==> src/rtl/oct_pe_pkg.sv <==
// ============================================================================
//  Module   : oct_pe_pkg
//  Brief    : Shared PE constants: weight-read scheduler state encoding,
//             default pad address widths and pad read latency.
//  Revision : 1.0  initial release
// ============================================================================
`default_nettype none

package oct_pe_pkg;

  // Default weight pad / pixel count address widths
  localparam int c_aw_pad    = 8;
  localparam int c_af_pad    = 8;
  // Pad read latency, address presented -> weight_out valid (cycles, >= 1)
  localparam int c_issue_lat = 1;

  // Scheduler state encoding
  typedef enum logic [1:0] {
    ST_IDLE   = 2'd0,
    ST_KICK   = 2'd1,
    ST_STREAM = 2'd2,
    ST_DRAIN  = 2'd3
  } sched_state_e;

endpackage

`default_nettype wire

==> src/rtl/sched_valid_pipe.sv <==
// ============================================================================
//  Module   : sched_valid_pipe
//  Brief    : DEPTH-deep shift register carrying {valid, last, pixel_idx}
//             alongside the pad read, so sideband lines up with pad data.
//  Revision : 1.0  initial release
// ============================================================================
`default_nettype none

module sched_valid_pipe #(
  parameter int DEPTH = 1,
  parameter int WIDTH = 10
) (
  input  logic             clk,
  input  logic             rst,
  input  logic [WIDTH-1:0] in_data,
  output logic [WIDTH-1:0] out_data
);

  logic [DEPTH-1:0][WIDTH-1:0] stage_q;
  logic [DEPTH-1:0][WIDTH-1:0] stage_d;

  // Next stage contents: new entry at stage 0, everything else moves up one
  always_comb begin
    stage_d[0] = in_data;
    for (int i = 1; i < DEPTH; i++) begin
      stage_d[i] = stage_q[i-1];
    end
  end

  // Stage registers; reset drops everything in flight
  always_ff @(posedge clk or posedge rst) begin
    if (rst) begin
      stage_q <= '0;
    end else begin
      stage_q <= stage_d;
    end
  end

  assign out_data = stage_q[DEPTH-1];

endmodule

`default_nettype wire

==> src/rtl/weight_read_sched.sv <==
// ============================================================================
//  Module   : weight_read_sched
//  Brief    : Weight scratchpad read scheduler. Kicks the weight loader, then
//             streams pad read addresses once per output pixel, throttled by
//             pad fill status on the first pass only.
//  Options  : WEIGHT_SCHED_PERF_EN adds the stall_cycles counter/port.
//  Revision : 1.0  initial release
// ============================================================================
`default_nettype none

module weight_read_sched
  import oct_pe_pkg::*;
#(
  parameter int ADDRESSWIDTH_W_PAD = c_aw_pad,
  parameter int ADDRESSWIDTH_F_PAD = c_af_pad,
  parameter int ISSUE_LAT          = c_issue_lat
) (
  input  logic                          clk,
  input  logic                          rst,
  input  logic                          start,
  input  logic [ADDRESSWIDTH_W_PAD-1:0] weight_num,
  input  logic [ADDRESSWIDTH_F_PAD-1:0] pixel_num,
  output logic                          busy,
  output logic                          done,
  output logic                          weight_load_start,
  input  logic                          pad_data_ready,
  input  logic                          pad_full,
  output logic [ADDRESSWIDTH_W_PAD-1:0] raddra_filter,
  output logic [ADDRESSWIDTH_W_PAD-1:0] base_address,
  input  logic                          mac_ready,
  output logic                          weight_valid,
  output logic                          weight_last,
  output logic [ADDRESSWIDTH_F_PAD-1:0] pixel_idx
`ifdef WEIGHT_SCHED_PERF_EN
  ,
  output logic [31:0]                   stall_cycles
`endif
);

  localparam int AW     = ADDRESSWIDTH_W_PAD;
  localparam int AF     = ADDRESSWIDTH_F_PAD;
  localparam int PIPE_W = AF + 2;

  sched_state_e  state_q, state_d;
  logic [AW-1:0] wn_q, wn_d;
  logic [AF-1:0] pn_q, pn_d;
  logic [AW-1:0] raddr_q, raddr_d;
  logic [AF-1:0] pass_q, pass_d;
  logic          resident_q, resident_d;
  logic          done_q, done_d;
  logic          wls_q, wls_d;
  logic          busy_q, busy_d;
`ifdef WEIGHT_SCHED_PERF_EN
  logic [31:0]   stall_q, stall_d;
`endif

  logic              w_issue;
  logic              w_last_addr;
  logic              w_last_pass;
  logic [PIPE_W-1:0] w_pipe_in;
  logic [PIPE_W-1:0] w_pipe_out;
  logic              w_pipe_valid;
  logic              w_pipe_last;
  logic [AF-1:0]     w_pipe_pidx;

  assign w_last_addr = (raddr_q == wn_q - 1'b1);
  assign w_last_pass = (pass_q == pn_q - 1'b1);
  // Once the filter is resident the pad status lines are meaningless: the
  // loader's write pointer parks at wn-1 and would otherwise stall forever.
  assign w_issue = (state_q == ST_STREAM) & mac_ready &
                   (resident_q | (pad_data_ready & ~pad_full));

  assign w_pipe_in = {w_issue, w_issue & w_last_addr, w_issue ? pass_q : {AF{1'b0}}};
  assign {w_pipe_valid, w_pipe_last, w_pipe_pidx} = w_pipe_out;

  // Next-state logic for the job sequencer and its address/pass counters
  always_comb begin
    state_d    = state_q;
    wn_d       = wn_q;
    pn_d       = pn_q;
    raddr_d    = raddr_q;
    pass_d     = pass_q;
    resident_d = resident_q;
    done_d     = 1'b0;
    wls_d      = 1'b0;
`ifdef WEIGHT_SCHED_PERF_EN
    stall_d    = stall_q;
`endif
    case (state_q)
      ST_IDLE: begin
        // A start coinciding with the done pulse is dropped
        if (start && !done_q) begin
          wn_d = weight_num;
          pn_d = pixel_num;
          if (weight_num == '0 || pixel_num == '0) begin
            done_d = 1'b1;
          end else begin
            state_d = ST_KICK;
            wls_d   = 1'b1;
          end
        end
      end
      ST_KICK: begin
        raddr_d    = '0;
        pass_d     = '0;
        resident_d = 1'b0;
        state_d    = ST_STREAM;
`ifdef WEIGHT_SCHED_PERF_EN
        stall_d    = '0;
`endif
      end
      ST_STREAM: begin
        if (w_issue) begin
          if (w_last_addr) begin
            raddr_d    = '0;
            pass_d     = pass_q + 1'b1;
            resident_d = 1'b1;
            if (w_last_pass) begin
              state_d = ST_DRAIN;
            end
          end else begin
            raddr_d = raddr_q + 1'b1;
          end
        end
`ifdef WEIGHT_SCHED_PERF_EN
        else if (mac_ready && stall_q != 32'hFFFF_FFFF) begin
          stall_d = stall_q + 32'd1;
        end
`endif
      end
      ST_DRAIN: begin
        // The final weight of the final pass is unique in the pipe
        if (w_pipe_valid && w_pipe_last && w_pipe_pidx == pn_q - 1'b1) begin
          state_d = ST_IDLE;
          done_d  = 1'b1;
        end
      end
      default: state_d = ST_IDLE;
    endcase
    busy_d = (state_d != ST_IDLE);
  end

  // Sequencer registers; reset aborts a job without a done pulse
  always_ff @(posedge clk or posedge rst) begin
    if (rst) begin
      state_q    <= ST_IDLE;
      wn_q       <= '0;
      pn_q       <= '0;
      raddr_q    <= '0;
      pass_q     <= '0;
      resident_q <= 1'b0;
      done_q     <= 1'b0;
      wls_q      <= 1'b0;
      busy_q     <= 1'b0;
`ifdef WEIGHT_SCHED_PERF_EN
      stall_q    <= '0;
`endif
    end else begin
      state_q    <= state_d;
      wn_q       <= wn_d;
      pn_q       <= pn_d;
      raddr_q    <= raddr_d;
      pass_q     <= pass_d;
      resident_q <= resident_d;
      done_q     <= done_d;
      wls_q      <= wls_d;
      busy_q     <= busy_d;
`ifdef WEIGHT_SCHED_PERF_EN
      stall_q    <= stall_d;
`endif
    end
  end

  sched_valid_pipe #(
    .DEPTH (ISSUE_LAT),
    .WIDTH (PIPE_W)
  ) u_valid_pipe (
    .clk      (clk),
    .rst      (rst),
    .in_data  (w_pipe_in),
    .out_data (w_pipe_out)
  );

  assign busy              = busy_q;
  assign done              = done_q;
  assign weight_load_start = wls_q;
  assign raddra_filter     = raddr_q;
  assign base_address      = raddr_q;
  assign weight_valid      = w_pipe_valid;
  assign weight_last       = w_pipe_last;
  assign pixel_idx         = w_pipe_pidx;
`ifdef WEIGHT_SCHED_PERF_EN
  assign stall_cycles      = stall_q;
`endif

endmodule

`default_nettype wire

==> config.mk <==
export PLATFORM = sky130hd
export DESIGN_NAME = weight_read_sched
export DESIGN_NICKNAME = d
export VERILOG_FILES = /design/src/rtl/oct_pe_pkg.sv /design/src/rtl/sched_valid_pipe.sv /design/src/rtl/weight_read_sched.sv
export SDC_FILE = /design/constraint.sdc
export NUM_CORES = 1
export LEC_CHECK = 0
export CAP_MARGIN = 40
export CORE_ASPECT_RATIO = 1.2
export CORE_MARGIN = 5
export CORE_UTILIZATION = 48
export DETAILED_ROUTE_END_ITERATION = 12
export GPL_TIMING_DRIVEN = 1
export PLACE_DENSITY = 0.76
export SYNTH_ARGS = -nofsm -noshare
export SYNTH_HDL_FRONTEND = slang
export SYNTH_SLANG_ARGS = --single-unit
export TNS_END_PERCENT = 5
==> constraint.sdc <==
create_clock -name clk -period 2.49 [get_ports clk]
set_input_delay 0.3735 -clock clk [delete_from_list [all_inputs] [get_ports clk]]
set_output_delay 0.3735 -clock clk [all_outputs]
set_load 0.1 [all_outputs]
* Word level (Yosys, flattened, before mapping)
Cells that the tools add are included.
Operators by class: $add $sub $neg 4, divide/modulo/power cells 0, equal/unequal tests 8, shifts and indexed selects 0, magnitude comparators 0, mux-type cells 24, $mul 0, bitwise logic cells 6, reduce and logical (&&, ||, !) cells 13
Operators with widths (count):
- 2-to-1 mux 8 bit | 5
- case mux 8 bit (2 select lines) | 2
- == test 8 bit | 3
- adder 8 x 1 -> 8 bit, second input constant | 2
- logical NOT 8 bit | 2
- subtractor 8 x 1 -> 8 bit, second input constant | 2
- 2-to-1 mux 2 bit | 6
- 2-to-1 mux 1 bit | 8
- case mux 2 bit (4 select lines) | 1
- AND 1 bit | 4
- == test 2 bit, second input constant | 2
- inequality test 2 bit, second input constant | 2
- case mux 1 bit (2 select lines) | 2
- AND reduction 2 bit | 2
- nonzero test 2 bit | 2
- logical AND 1 bit | 3
- AND reduction 3 bit | 1
- == test 2 x 1 -> 1 bit, second input constant | 1
- logical NOT 2 bit | 1
- logical NOT 1 bit | 1
- logical OR 1 bit | 1
- inverter 1 bit | 1
- OR 1 bit | 1
Storage, ports and cells: flip-flop bits (word level) 48, output and inout port bits 29, bits in writable memories 0, memory bits (read-only) 0, word-level logic and storage cells 65, memories 0, input bits 22, bits in latches 0

* Depth between registers and ports, before layout
depth in word-level cells 7, depth in mapped cells 9

* Cells and area by module
Synthesis repeated with hierarchy kept, for this count alone.
Unflattened totals: cell total of the unflattened synthesis 283, area, all modules 2881.5 µm²
Modules (own cells, without submodules):
- weight_read_sched | times used 1, area an instance 2627.5 µm², cells an instance 272
- sched_valid_pipe | times used 1, area an instance 254.0 µm², cells an instance 11

* Worst setup path after synthesis
No wires, ideal clock.
kind register to register, from reg raddr_q[5] (netlist: base_address[5]), to reg pass_q[5], clock period less this slack 2825 ps, cell stages (with the launch flop) 8, path slack -335 ps, path buffers 1, setup time 78 ps, data required time 2412 ps, arrival 2748 ps, cell sequence dfrtp_1 -> clkbuf_1 -> and3b_1 -> and4bb_1 -> a311oi_1 -> a2111o_1 -> or4_1 -> a21oi_1
Between the ends: cells in the longest elaborated chain, start to end 3
RTL lines:
- start: declaration | RTL line weight_read_sched.sv:47 | logic [AW-1:0] raddr_q, raddr_d;
- start signal: assignment | RTL line weight_read_sched.sv:162 | raddr_q <= raddr_d;
- == test 8 bit | RTL line weight_read_sched.sv:66 | assign w_last_addr = (raddr_q == wn_q - 1'b1);
- inequality test 2 bit (no line)
- AND reduction 3 bit (no line)
- end signal: assignment | RTL line weight_read_sched.sv:163 | pass_q <= pass_d;
- end: declaration | RTL line weight_read_sched.sv:48 | logic [AF-1:0] pass_q, pass_d;
No other way between the ends. A chain may end at the register's enable or synchronous reset.

* Worst setup path in the final report
from reg wn_q[2], to reg pass_q[2]
Between the ends: cells in the longest elaborated chain, start to end 4
RTL lines:
- start: declaration | RTL line weight_read_sched.sv:45 | logic [AW-1:0] wn_q, wn_d;
- start signal: assignment | RTL line weight_read_sched.sv:160 | wn_q <= wn_d;
- subtractor 8 x 1 -> 8 bit | RTL line weight_read_sched.sv:66
- == test 8 bit | RTL line weight_read_sched.sv:66
- inequality test 2 bit (no line)
- AND reduction 3 bit (no line)
No other way between the ends.

==> results.txt <==
Worst hold path class -> register to register
CTS sink count -> 48
CTS tree -> built
Max Fclk -> 397 MHz
Die Height -> 95.3 um
Number of global-route vias before repair -> 2,382
Die area -> 0.00773 mm^2
DP Area -> 0.00352 mm^2
Max-Cap Viols -> 0
CP max stage cell -> or4_4
Post-synthesis cell area -> 0.00291 mm^2
Failing checks -> setup timing
Pre-CTS WS -> -0.126 ns
H-tree depth -> 2
Wire per inst -> 16.1 um
Initial Utilization -> 48.8%
CP Cell Sequence -> or4_4 > and4bb_1 > a311oi_2 > buf_4 > a2111o_1 > or4_4 > a21oi_2
Element type at the critical path end -> register
IO buf count -> 50
Sequential area share after synthesis -> 41.2%
Placeable Area -> 0.00597 mm^2
Async SR Flop Fraction -> 100%
DR DRC count -> 0
CP most frequent cell -> or4_4
Final RePlAce weighted congestion -> 0.853
CTS clk-pin slew, worst paths -> 0.09 ns
Total chip power -> 2.09 mW
GRT Util Overall -> 19.0%
Crit-path max FO -> 5
Worst Skew -> 0.0110 ns
Slew headroom -> 58.5%
Crit path max-delay family -> simple AND/OR/NAND/NOR gates
Routed wire length -> 7220 um
Initial DRC count -> 140
Diodes inserted -> 0
I/O Pins -> 51
Ys Warns -> 0
Die span in x -> 81.1 um
Worst-skew pair later-pin latency -> 0.31 ns
CP max stage delay -> 0.54 ns
Design Area, Final -> 0.00379 mm^2
RSZ-0062 raised after global routing -> true
Flop and latch count out of synthesis -> 48
LEAKAGE -> 1.72 nW
Max Slew Vio Count -> 0
Non-Filler Instances -> 447
Worst Path Buf+Inv -> 1
Placed Cells -> 435
Number of synthesized flops with an enable pin -> 0
Avg Cell Area, Syn -> 9.68 um^2
Initial antenna violation count -> 0
Vias post-DR -> 2,537
Worst Setup Start Kind -> register
Synth cell types -> 51
Post-detailed-route count of antenna-violating nets -> 0
Commonest register cell after synthesis -> dfrtp_1
Drt first pass iters -> 4
Worst-Margin Slew -> 0.623 ns
Clk buf depth -> 2
Synth Instances -> 301
Cts bufs inserted -> 5
Min Tclk post-route -> 2.52 ns
Final Hold Viols -> 0
Power Dens Cells -> 551 mW/mm^2
Vias per cell -> 5.68
Share of layout cells above drive strength 1 -> 30.4%
Period utilisation layout -> 101%
Final core utilization -> 63.5%
Syn Nets -> 332
Critical Path RT -> 2.73 ns
Outcome -> finished with violations
Floorplan row count -> 31
Peak VDD IR -> 0.614 mV
Pin count of the biggest net entering global routing -> 49
Synth-to-layout area growth -> 30.2%
Clock Tree Root -> clkbuf_8
Gr ovfl total -> 0
Setup slack after layout -> -0.0269 ns
DPL Wire Length -> 5200 um
Critical path data arrival time -> 2.76 ns
Global-route wire length before repair -> 11,300 um
Fin Setup TNS -> -0.0564 ns
Commonest non-fill, non-tap cell in the layout -> buf_4
Setup violators final -> 4
Minimum hold slack -> 0.486 ns
Leading cell types in the layout, fill and taps excluded -> buf_4, dfrtp_1, nand2_1
Critical path class -> register to register
Fillers -> 520
Nets@finish -> 395
==> path summary, 6_finish.rpt <==
kind,startpoint,to,slack (ns),depth (start not counted)
hold reg to reg,resident_q,resident_q,0.49,2
setup / recovery,wn_q[2],pass_q[2],-0.03,7
min in group asynchronous,rst,weight_load_start,0.53,3
hold / removal,resident_q,resident_q,0.49,2
setup reg to reg,wn_q[2],pass_q[2],-0.03,7
max in group asynchronous,rst,base_address[2],1.48,3
==> flip-flops by register name, summed over array words and instances, names as in the netlist <==
signal,flops
wn_q,8
resident_q,1
busy,1
pn_q,8
pass_q,8
base_address,8
u_valid_pipe.out_data,10
weight_load_start,1
state_q,2
done,1
==> layer usage <==
layer | vias up | global-route usage, % | wire (um)
li1 | 1198 | - | -
met1 | 1243 | 23.1 | 2930
met2 | 80 | 34.3 | 3830
met3 | 16 | 2.84 | 319
met4 | 0 | 5.63 | 141
met5 | - | 0 | 0
==> area by class of cell <==
| type | count | area [um^2] | share of cell area [%] |
|---|---|---|---|
| multi-input combinational | 216 | 1670 | 44.1 |
| sequential | 48 | 1210 | 32.0 |
| timing repair buffer | 77 | 634 | 16.7 |
| tap | 82 | 103 | 2.70 |
| clock buffer | 5 | 68.8 | 1.81 |
| inverter | 16 | 60.1 | 1.58 |
| clock inverter | 3 | 42.5 | 1.12 |
==> cell usage after synthesis, types with 2 or more instances <==
library cell	count	share of area [%]
nor4_1	4	0.86
o311ai_0	3	0.90
ha_1	9	3.9
inv_1	16	2.1
nor2b_1	9	1.9
nor2_1	14	1.8
nor3_1	9	1.5
o32a_1	2	0.69
clkbuf_1	12	1.5
o21a_1	2	0.52
and2_1	8	1.7
o211ai_1	3	0.77
buf_1	2	0.26
o21ai_0	7	1.2
a21oi_1	11	1.9
or4_1	6	1.5
mux2i_1	4	1.4
nand4_1	6	1.3
a2111oi_0	2	0.60
dfrtp_1	48	41
mux2_2	16	6.2
xor2_1	13	3.9
o22ai_1	2	0.43
or2_2	2	0.43
nand2_1	23	3.0
o21ba_2	2	0.69
xnor2_1	17	5.1
a41oi_1	2	0.60
nand3_1	10	1.7
a21boi_0	2	0.52
o31ai_1	6	1.5
a22oi_1	2	0.52
a311oi_1	2	0.60
buf_4	8	2.1
==> worst register-to-register path, delay by kind of cell (launching register included) <==
| kind | cells | cell delay, ns |
|---|---|---|
| simple gates | 3 | 1.27 |
| compound gates | 3 | 0.64 |
| flops | 1 | 0.38 |
| buf+inv | 1 | 0.17 |
==> report_power, final <==
part	switching [mW]	internal (mW)
logic	0.488	0.148
registers	0.0672	0.813
clock network	0.276	0.298
total	0.831	1.26
==> timing repair <==
action,CTS,global route
hold buffers,0,0
gates cloned,1,0
pin swaps,1,13
setup endpoints to repair,9,20
setup buffers,2,1
gates resized for setup,2,27
==> cell families (layout without fill, tap and decap cells) <==
group	count (synthesis)	count (layout)	synth area share (%)
adder cells (fa/ha/maj)	9	9	3.87
XOR/XNOR	30	30	9.02
buffers and inverters	38	101	5.93
multiplexers	20	20	7.56
AO/OA/AOI/OAI	54	55	13.3
AND/OR/NAND/NOR	102	102	19.1
flip-flops	48	48	41.2
Note: power is estimated with default switching activity, not from simulation.
